**src/rtl/register_file_20_4_16x20.sv**
```systemverilog
`default_nettype none
// ============================================================================
// Module   : register_file_20_4_16x20
// Purpose  : 16-entry x 20-bit register bank. It has one write port, two
//            registered read ports and a sequenced bank-clear sweep.
// Ports    : clk, rst_n (async active-low)
//            wr_valid/wr_ready/wr_addr/wr_data  - write port (valid/ready)
//            rd_{a,b}_en/_addr/_data/_valid     - registered read ports
//            clr_req/busy/clr_done              - bank clear command/status
// Options  : REGFILE_BYPASS_EN - when defined, a same-edge read of an address
//            being written returns the new write data (write-before-read).
//            When undefined, that read returns the old contents.
// Revision : 1.0 - initial release
// ============================================================================
module register_file_20_4_16x20 #(
  parameter int WIDTH  = 20,
  parameter int ADDR_W = 4
) (
  input  logic              clk,
  input  logic              rst_n,
  input  logic              wr_valid,
  output logic              wr_ready,
  input  logic [ADDR_W-1:0] wr_addr,
  input  logic [WIDTH-1:0]  wr_data,
  input  logic              rd_a_en,
  input  logic [ADDR_W-1:0] rd_a_addr,
  output logic [WIDTH-1:0]  rd_a_data,
  output logic              rd_a_valid,
  input  logic              rd_b_en,
  input  logic [ADDR_W-1:0] rd_b_addr,
  output logic [WIDTH-1:0]  rd_b_data,
  output logic              rd_b_valid,
  input  logic              clr_req,
  output logic              busy,
  output logic              clr_done
);

  localparam int DEPTH = 2 ** ADDR_W;
  localparam logic [ADDR_W-1:0] LAST_IDX = ADDR_W'(DEPTH - 1);

  typedef enum logic [0:0] {
    S_IDLE  = 1'b0,
    S_CLEAR = 1'b1
  } state_t;

  state_t              state_q, state_d;
  logic [ADDR_W-1:0]   cnt_q, cnt_d;
  logic                clr_done_q, clr_done_d;
  logic [WIDTH-1:0]    mem_q [DEPTH];
  logic [WIDTH-1:0]    mem_d [DEPTH];
  logic [WIDTH-1:0]    rd_a_data_q, rd_a_data_d;
  logic [WIDTH-1:0]    rd_b_data_q, rd_b_data_d;
  logic                rd_a_valid_q, rd_a_valid_d;
  logic                rd_b_valid_q, rd_b_valid_d;
  logic                wr_accept;

  assign wr_ready   = (state_q == S_IDLE);
  assign busy       = (state_q == S_CLEAR);
  assign clr_done   = clr_done_q;
  assign rd_a_data  = rd_a_data_q;
  assign rd_b_data  = rd_b_data_q;
  assign rd_a_valid = rd_a_valid_q;
  assign rd_b_valid = rd_b_valid_q;
  assign wr_accept  = wr_valid && wr_ready;

  // Sequencer. clr_req has no effect once the sweep has started. The done
  // pulse is registered so that it appears in the cycle after the final
  // entry is zeroed.
  always_comb begin
    state_d    = state_q;
    cnt_d      = cnt_q;
    clr_done_d = 1'b0;
    unique case (state_q)
      S_IDLE: begin
        if (clr_req) begin
          state_d = S_CLEAR;
          cnt_d   = '0;
        end
      end
      S_CLEAR: begin
        cnt_d = cnt_q + 1'b1;
        if (cnt_q == LAST_IDX) begin
          state_d    = S_IDLE;
          clr_done_d = 1'b1;
        end
      end
      default: state_d = S_IDLE;
    endcase
  end

  // Storage update. Writes are only accepted in IDLE, and the sweep only
  // runs in CLEAR, so the two never target the array on the same edge.
  always_comb begin
    mem_d = mem_q;
    if (state_q == S_CLEAR) begin
      mem_d[cnt_q] = '0;
    end else if (wr_accept) begin
      mem_d[wr_addr] = wr_data;
    end
  end

  // Read ports. The data register holds its value while the port is idle.
  always_comb begin
    rd_a_valid_d = rd_a_en;
    rd_b_valid_d = rd_b_en;
    rd_a_data_d  = rd_a_data_q;
    rd_b_data_d  = rd_b_data_q;
    if (rd_a_en) rd_a_data_d = mem_q[rd_a_addr];
    if (rd_b_en) rd_b_data_d = mem_q[rd_b_addr];
`ifdef REGFILE_BYPASS_EN
    if (rd_a_en && wr_accept && (wr_addr == rd_a_addr)) rd_a_data_d = wr_data;
    if (rd_b_en && wr_accept && (wr_addr == rd_b_addr)) rd_b_data_d = wr_data;
`else
`endif
  end

  always_ff @(posedge clk or negedge rst_n) begin
    if (!rst_n) begin
      state_q      <= S_IDLE;
      cnt_q        <= '0;
      clr_done_q   <= 1'b0;
      rd_a_data_q  <= '0;
      rd_b_data_q  <= '0;
      rd_a_valid_q <= 1'b0;
      rd_b_valid_q <= 1'b0;
      for (int i = 0; i < DEPTH; i++) mem_q[i] <= '0;
    end else begin
      state_q      <= state_d;
      cnt_q        <= cnt_d;
      clr_done_q   <= clr_done_d;
      rd_a_data_q  <= rd_a_data_d;
      rd_b_data_q  <= rd_b_data_d;
      rd_a_valid_q <= rd_a_valid_d;
      rd_b_valid_q <= rd_b_valid_d;
      for (int i = 0; i < DEPTH; i++) mem_q[i] <= mem_d[i];
    end
  end

endmodule
`default_nettype wire

```
**config.mk**
```make
export PLATFORM = sky130hd
export DESIGN_NAME = register_file_20_4_16x20
export DESIGN_NICKNAME = d
export VERILOG_FILES = /design/src/rtl/register_file_20_4_16x20.sv
export SDC_FILE = /design/constraint.sdc
export NUM_CORES = 1
export LEC_CHECK = 0
export BUFFER_PORTS_ARGS = -buffer_cell sky130_fd_sc_hd__buf_2
export CORE_AREA = 5 5 181 183
export CTS_BUF_LIST = sky130_fd_sc_hd__clkbuf_16
export DETAILED_ROUTE_END_ITERATION = 10
export DIE_AREA = 0 0 186 188
export GPL_TIMING_DRIVEN = 0
export HOLD_SLACK_MARGIN = 0.02
export MAX_ROUTING_LAYER = met4
export PLACE_DENSITY = 0.77
export SETUP_SLACK_MARGIN = 0.5
export SYNTH_ARGS = -nofsm -noshare
export SYNTH_HDL_FRONTEND = slang
export SYNTH_SLANG_ARGS = --single-unit
```
**constraint.sdc**
```tcl
create_clock -name clk -period 2.2 [get_ports clk]
set_input_delay 0.33 -clock clk [delete_from_list [all_inputs] [get_ports clk]]
set_output_delay 0.33 -clock clk [all_outputs]
set_load 0.005 [all_outputs]
```
==> results of run 1 <==
## worst register-to-register path: cells and delay by family (launching register included)
family | cells | cell delay [ns]
buf+inv | 1 | 0.38
simple gates | 2 | 0.60
compound gates | 1 | 0.23
flops | 1 | 0.45
## logic make-up (layout without fill, tap and decap cells)
family,after synthesis,after routing
buffers and inverters,175,319
multiplexers,200,200
adder cells (fa/ha/maj),5,5
AO/OA/AOI/OAI,420,420
other,0,3
XOR/XNOR,2,2
AND/OR/NAND/NOR,98,98
flip-flops,368,368
## cell usage after synthesis, drive strengths merged
master	count	area (um^2)
a21oi	12	60.1
a221oi	40	350
a22o	320	2800
a22oi	4	30.0
and2	4	25.0
and3	1	6.26
and4b	9	90.1
and4bb	2	25.0
buf	106	634
clkbuf	66	248
dfrtp	368	9210
ha	5	62.6
inv	3	11.3
mux2i	40	400
mux4	160	3600
nand2	4	15.0
nand2b	4	25.0
nand3	1	5.00
nand4b	1	8.76
nand4bb	2	22.5
nor2	55	206
nor2b	2	12.5
nor3	4	25.0
nor4b	1	8.76
nor4bb	4	40.0
o21ai	1	5.00
o22ai	42	263
o31ai	1	7.51
or2	2	12.5
or3	1	6.26
or4b	1	13.8
xnor2	1	8.76
xor2	1	8.76
## worst min path at each step
stage,depth (start not counted),slack (ns),startpoint,endpoint
floorplan,0,0.03,rst_n,busy$_DFF_PN0_
global placement,1,0.49,mem_q[80]$_DFFE_PN0P_,mem_q[80]$_DFFE_PN0P_
detailed placement,1,0.35,rst_n,mem_q[34]$_DFFE_PN0P_
CTS,1,-0.21,rst_n,mem_q[34]$_DFFE_PN0P_
global route,1,-0.18,rst_n,mem_q[33]$_DFFE_PN0P_
finish,1,-0.24,rst_n,mem_q[34]$_DFFE_PN0P_
## stage by stage
step	hold WS (ns)	worst slack [ns]	util, %	std cells
finish	-0.244	0.484	67.2	1817
global route	-0.180	0.437	67.2	1817
CTS	-0.207	0.348	66.3	1807
detailed placement	0.349	0.0168	61.6	1729
global placement	0.493	-6.15	61.3	1726
floorplan	0.0344	0.622	-	1268
## routing by layer
layer	global-route usage (%)	wire length [um]
met5	-	0
met4	9.14	1700
met3	9.47	6140
met2	48.0	25900
met1	45.3	21300
## cell type report
type	instances	area (um^2)	share of cell area, %
timing repair buffer	71	469	2.25
multi-input combinational	725	8380	40.1
buffer	172	1060	5.09
antenna	3	7.51	0.0359
tap	402	503	2.41
clock inverter	32	210	1.01
sequential	368	9220	44.1
clock buffer	41	1030	4.91
inverter	3	13.8	0.0659
## layout by cell type (no fill, tap or decap), types with 16 or more instances in the layout
| master | count |
|---|---|
| dfrtp_1 | 363 |
| a22o_1 | 320 |
| mux4_2 | 160 |
| buf_2 | 70 |
| buf_4 | 66 |
| nor2_1 | 51 |
| o22ai_1 | 42 |
| clkbuf_16 | 41 |
| mux2i_1 | 40 |
| a221oi_1 | 40 |
| clkbuf_1 | 38 |
| buf_1 | 20 |
| buf_6 | 19 |
| clkbuf_2 | 16 |
## power by group
part           internal [mW]  total [mW]  switching, mW
clock                   3.63        6.43           2.80
combinational           2.56        5.05           2.49
sequential              7.97        9.01           1.05
## state kept, by name, indices dropped and copies added (netlist names)
register    cells
rd_b_valid      1
rd_b_data      20
cnt_q           4
busy            1
clr_done        1
rd_a_data      20
rd_a_valid      1
mem_q         320
## what timing repair did
action,4_1_cts,5_1_grt
gates cloned,1,2
endpoints found under the hold margin,79,78
resized for setup,79,80
pin swaps,1,7
setup buffers,3,5
endpoints found under the setup margin,321,320
==> flow_metrics.tcl, run 1 <==
set metrics [dict create \
    outcome "finished, violations left" \
    failed_checks "hold timing" \
    setup_violations 0 \
    crit_required_ns 2.66 \
    worstReg2RegEnd "mem_q[100]$_DFFE_PN0P_" \
    finalHoldViolCount 78 \
    max_slew_margin_pct 51.3 \
    synth_compound_area_share_pct 19.3 \
    drive_above_1_share_pct 31.4 \
    r2r-start "busy$_DFF_PN0_" \
    synth_top_family_by_area "multiplexers" \
    critPathKind "flop to flop" \
    setup_tns_ns 0 \
    cp-start-kind "flop" \
    overflow 0 \
    ys_ff_latch 368 \
    syn_nets 1311 \
    drc 0 \
    numCtsBuffers 40 \
    syn_to_final_growth_pct 14.5 \
    ctsRootBufferMaster "clkbuf_16" \
    timing.critical_path.buf_inv 1 \
    p_total_mw 20.5 \
    ant_nets 0 \
    worst_hold_slack_ns -0.244 \
    vdd_drop_max_mv 0.734 \
    ys_seq_area_share_pct 50.5 \
    critPathTopFamily "simple AND/OR/NAND/NOR gates" \
    gp_congestion 0.999 \
    syn_inst 1268 \
    crit_path_cell_trace "nand4bb_2 > nor2_1 > clkbuf_2 > a22o_1" \
    dieArea_um2 35000 \
    synthesis.area_um2 18300 \
    dpl.hpwl_mm 39.4 \
    ff2ff_path_depth 4 \
    crit_start "busy$_DFF_PN0_" \
    clk_path_buf_depth 3 \
    fp.coreArea_um2 31100 \
    die_w_um 186 \
    power-per-cell-area_nw_per_um2 981 \
    placement.io_buffers 56 \
    vias_per_cell 7.34 \
    slowest_delay_ns 0.45 \
    num-fill-cells 2158 \
    cts_tree "done" \
    reg2reg_setup_slack_ns 0.48 \
    max_freq_mhz 583 \
    crit_cells 4 \
    yosysWarnings 0 \
    fin_crit_ns 1.72 \
    muxShareOfSynthArea_pct 21.9 \
    cp_slowest_cell "dfrtp_2" \
    tightest_slew_ns 0.730 \
    synth_area_per_cell_um2 14.4 \
    post-route-period-util_pct 78.0 \
    cp-endpoint "mem_q[100]$_DFFE_PN0P_" \
    drtIter0Drc 1501 \
    via_count 13300 \
    cts_sinks 368 \
    synth_fa_ha_area_share_pct 0.343 \
    postLayoutCellArea_um2 20900 \
    htreeDepth 2 \
    grt_pass1_vias 13600 \
    wl_mm 55.0 \
    cp.arrival_ns 2.18 \
    rsz0062_at_grt "yes" \
    yosysUniqueCellTypes 37 \
    grt_max_degree 104 \
    cp_max_fo 10 \
    clock-skew-final_ns 0.0182 \
    yosys.area_share.simple_pct 3.00 \
    max_cap_viol_count 0 \
    crit_path_end_kind "flop" \
    grt_pass1_wl_mm 84.2 \
    ioPinCount 83 \
    final-max-slew-violation-count 0 \
    die_h_um 188 \
    antenna_found_initial 3 \
    placed_area_um2 19100 \
    hold_buffers 1 \
    grt_use_total_pct 32.7 \
    nNetsFinal 1424 \
    clock_latency_ns 0.54 \
    cellLeakagePower_nw 9.39 \
    wire_per_inst_um 30.3 \
    num_rows 65 \
    initial_core_util_pct 58.8 \
    drt-pass1-iter-count 5 \
    clk_pin_slew_worst_paths_ns 0.06 \
    synth-xor-area-share_pct 0.0960 \
    hp-class "primary input to async pin" \
]
Note: power is estimated with default switching activity, not from simulation.
==> run 2, diff against run 1 <==
==> constraint.sdc (replaced) <==
create_clock -name clk -period 1.7 [get_ports clk]
set_input_delay 0.255 -clock clk [delete_from_list [all_inputs] [get_ports clk]]
set_output_delay 0.255 -clock clk [all_outputs]
set_load 0.005 [all_outputs]
==> run 2 against run 1 <==
The flow finishes with violations (hold timing, setup timing). Cell count increased by 0.99%. Utilization increased by 2.1 points. Register-to-register slack got worse by 0.54 ns. Flip-flop and latch count unchanged. Critical path type unchanged. Largest cell class unchanged. Highest routed layer unchanged.
==> flow_metrics.tcl, run 2 (synthesis results as in run 1) <==
set metrics [dict create \
    p_sw_mw 8.52 \
    fin_crit_ns 1.76 \
    grt_pass1_vias 13800 \
    placement.io_buffers 56 \
    clk_path_buf_depth 3 \
    wire_per_inst_um 31.8 \
    numCtsBuffers 41 \
    hp-class "primary input to async pin" \
    post-route-period-util_pct 103 \
    placed_area_um2 19500 \
    overflow 0 \
    dpl.hpwl_mm 39.6 \
    final-max-slew-violation-count 0 \
    max_freq_mhz 569 \
    drtIter0Drc 1731 \
    ant_nets 0 \
    via_count 13800 \
    postLayoutCellArea_um2 21500 \
    largest_register "mem_q" \
    die_h_um 188 \
    worst_hold_slack_ns -0.398 \
    grt_max_degree 125 \
    nNetsFinal 1441 \
    drc 0 \
    die_w_um 186 \
    vdd_drop_max_mv 1.06 \
    outcome "finished, violations left" \
    antenna_found_initial 2 \
    max_slew_margin_pct 50.9 \
    failed_checks "hold timing, setup timing" \
    pwr-share-comb_pct 25.7 \
    p_clk_share_pct 32.0 \
    finalHoldViolCount 41 \
    cts_sinks 368 \
    switching_share_pct 30.8 \
    num_rows 65 \
    tightest_slew_ns 0.737 \
    hold_buffers 3 \
    drive_above_1_share_pct 32.4 \
    cp.arrival_ns 2.23 \
    max_cap_viol_count 0 \
    r2r-start "busy$_DFF_PN0_" \
    setup_tns_ns -0.533 \
    gp_congestion 0.939 \
    layout_commonest_cell "dfrtp_1" \
    cp_max_fo 10 \
    critPathKind "flop to flop" \
    grt_use_total_pct 34.4 \
    timing.final.ws_setup_ns -0.0588 \
    fp.coreArea_um2 31100 \
    wl_mm 58.3 \
    ioPinCount 83 \
    drt-pass1-iter-count 8 \
    htreeDepth 2 \
    ff2ff_path_depth 4 \
    initial_core_util_pct 58.8 \
    rsz0062_at_grt "yes" \
    mostFrequentLayoutCells "363 x dfrtp_1, 320 x a22o_1, 160 x mux4_2" \
    dieArea_um2 35000 \
    crit_path_end_kind "flop" \
    largest_reg_flops 320 \
    vias_per_cell 7.50 \
    ctsRootBufferMaster "clkbuf_16" \
    cp-start-kind "flop" \
    clock-skew-final_ns 0.0186 \
    cts_tree "done" \
    grt_pass1_wl_mm 88.0 \
    setup_violations 21 \
    clk_pin_slew_worst_paths_ns 0.06 \
    internal-power_mw 19.1 \
    power-per-cell-area_nw_per_um2 1280 \
    crit_required_ns 2.17 \
    crit_start "busy$_DFF_PN0_" \
    syn_to_final_growth_pct 18.0 \
    clock_latency_ns 0.54 \
    p_seq_share_pct 42.3 \
    cellLeakagePower_nw 9.65 \
]
[run 2: cell count changes in the layout (fill, tap and decap cells not counted), sizes merged]
cell | before | now
bufinv | 2 | 4
diode | 3 | 2
inv | 11 | 10
dlygate4sd3 | 1 | 3
buf | 179 | 201
clkbuf | 104 | 98
[run 2: power groups by stage]
stage	logic, mW	registers, mW	clock network (mW)
global placement	5.94	11.6	0
finish	7.09	11.7	8.85
CTS	6.60	11.6	8.91
detailed placement	6.12	11.7	0
floorplan	4.32	11.3	0
global route	7.45	11.8	9.33
[run 2: layer usage]
metal / vias to the layer above / global-route usage (%) / part of all wire [%]
li1: 5424 / - / -
met1: 7180 / 48.6 / 39
met2: 986 / 49.8 / 46
met3: 168 / 10.2 / 12
met4: 0 / 9.42 / 3.3
met5: - / - / 0
[run 2: area by class of cell]
type                       instances  area (um^2)
clock buffer                      43         1080
buffer                           172         1390
multi-input combinational        725         8430
timing repair buffer              87          644
clock inverter                    33          256
tap                              402          503
antenna                            2         5.00
fill                            2131         9520
sequential                       368         9220
inverter                           3         21.3
[run 2: worst max-delay path: stages (launching register included)]
cell and delay [ns]:
dfrtp_2 0.44, nand4bb_2 0.43, nor3_1 0.31, clkbuf_4 0.33, a22o_1 0.19
[run 2: worst paths after layout]
check / to / slack, ns
worst max-delay path: mem_q[147]$_DFFE_PN0P_ / -0.06
worst min-delay path: mem_q[71]$_DFFE_PN0P_ / -0.40
worst max register to register: mem_q[147]$_DFFE_PN0P_ / -0.06
worst min register to register: mem_q[249]$_DFFE_PN0P_ / 0.51
max in group asynchronous: mem_q[242]$_DFFE_PN0P_ / 0.66
min in group clk: mem_q[0]$_DFFE_PN0P_ / 0.21
[run 2: metrics by stage]
step	total power, mW	setup WS (ns)	hold WS [ns]	instances	util [%]
global placement	17.5	-7.23	0.472	1726	62.4
CTS	27.1	0.0319	-0.390	1824	68.7
detailed placement	17.8	-0.319	0.163	1729	62.7
finish	27.6	-0.0588	-0.398	1835	69.3
floorplan	15.6	0.217	-0.0406	1268	-
global route	28.6	-0.0856	-0.377	1835	69.3
[run 2: what timing repair did]
action,in CTS,in global routing
resized for setup,109,59
endpoints found under the setup margin,410,490
pin swaps,7,7
setup buffers,9,6
endpoints found under the hold margin,47,41
gates cloned,7,3
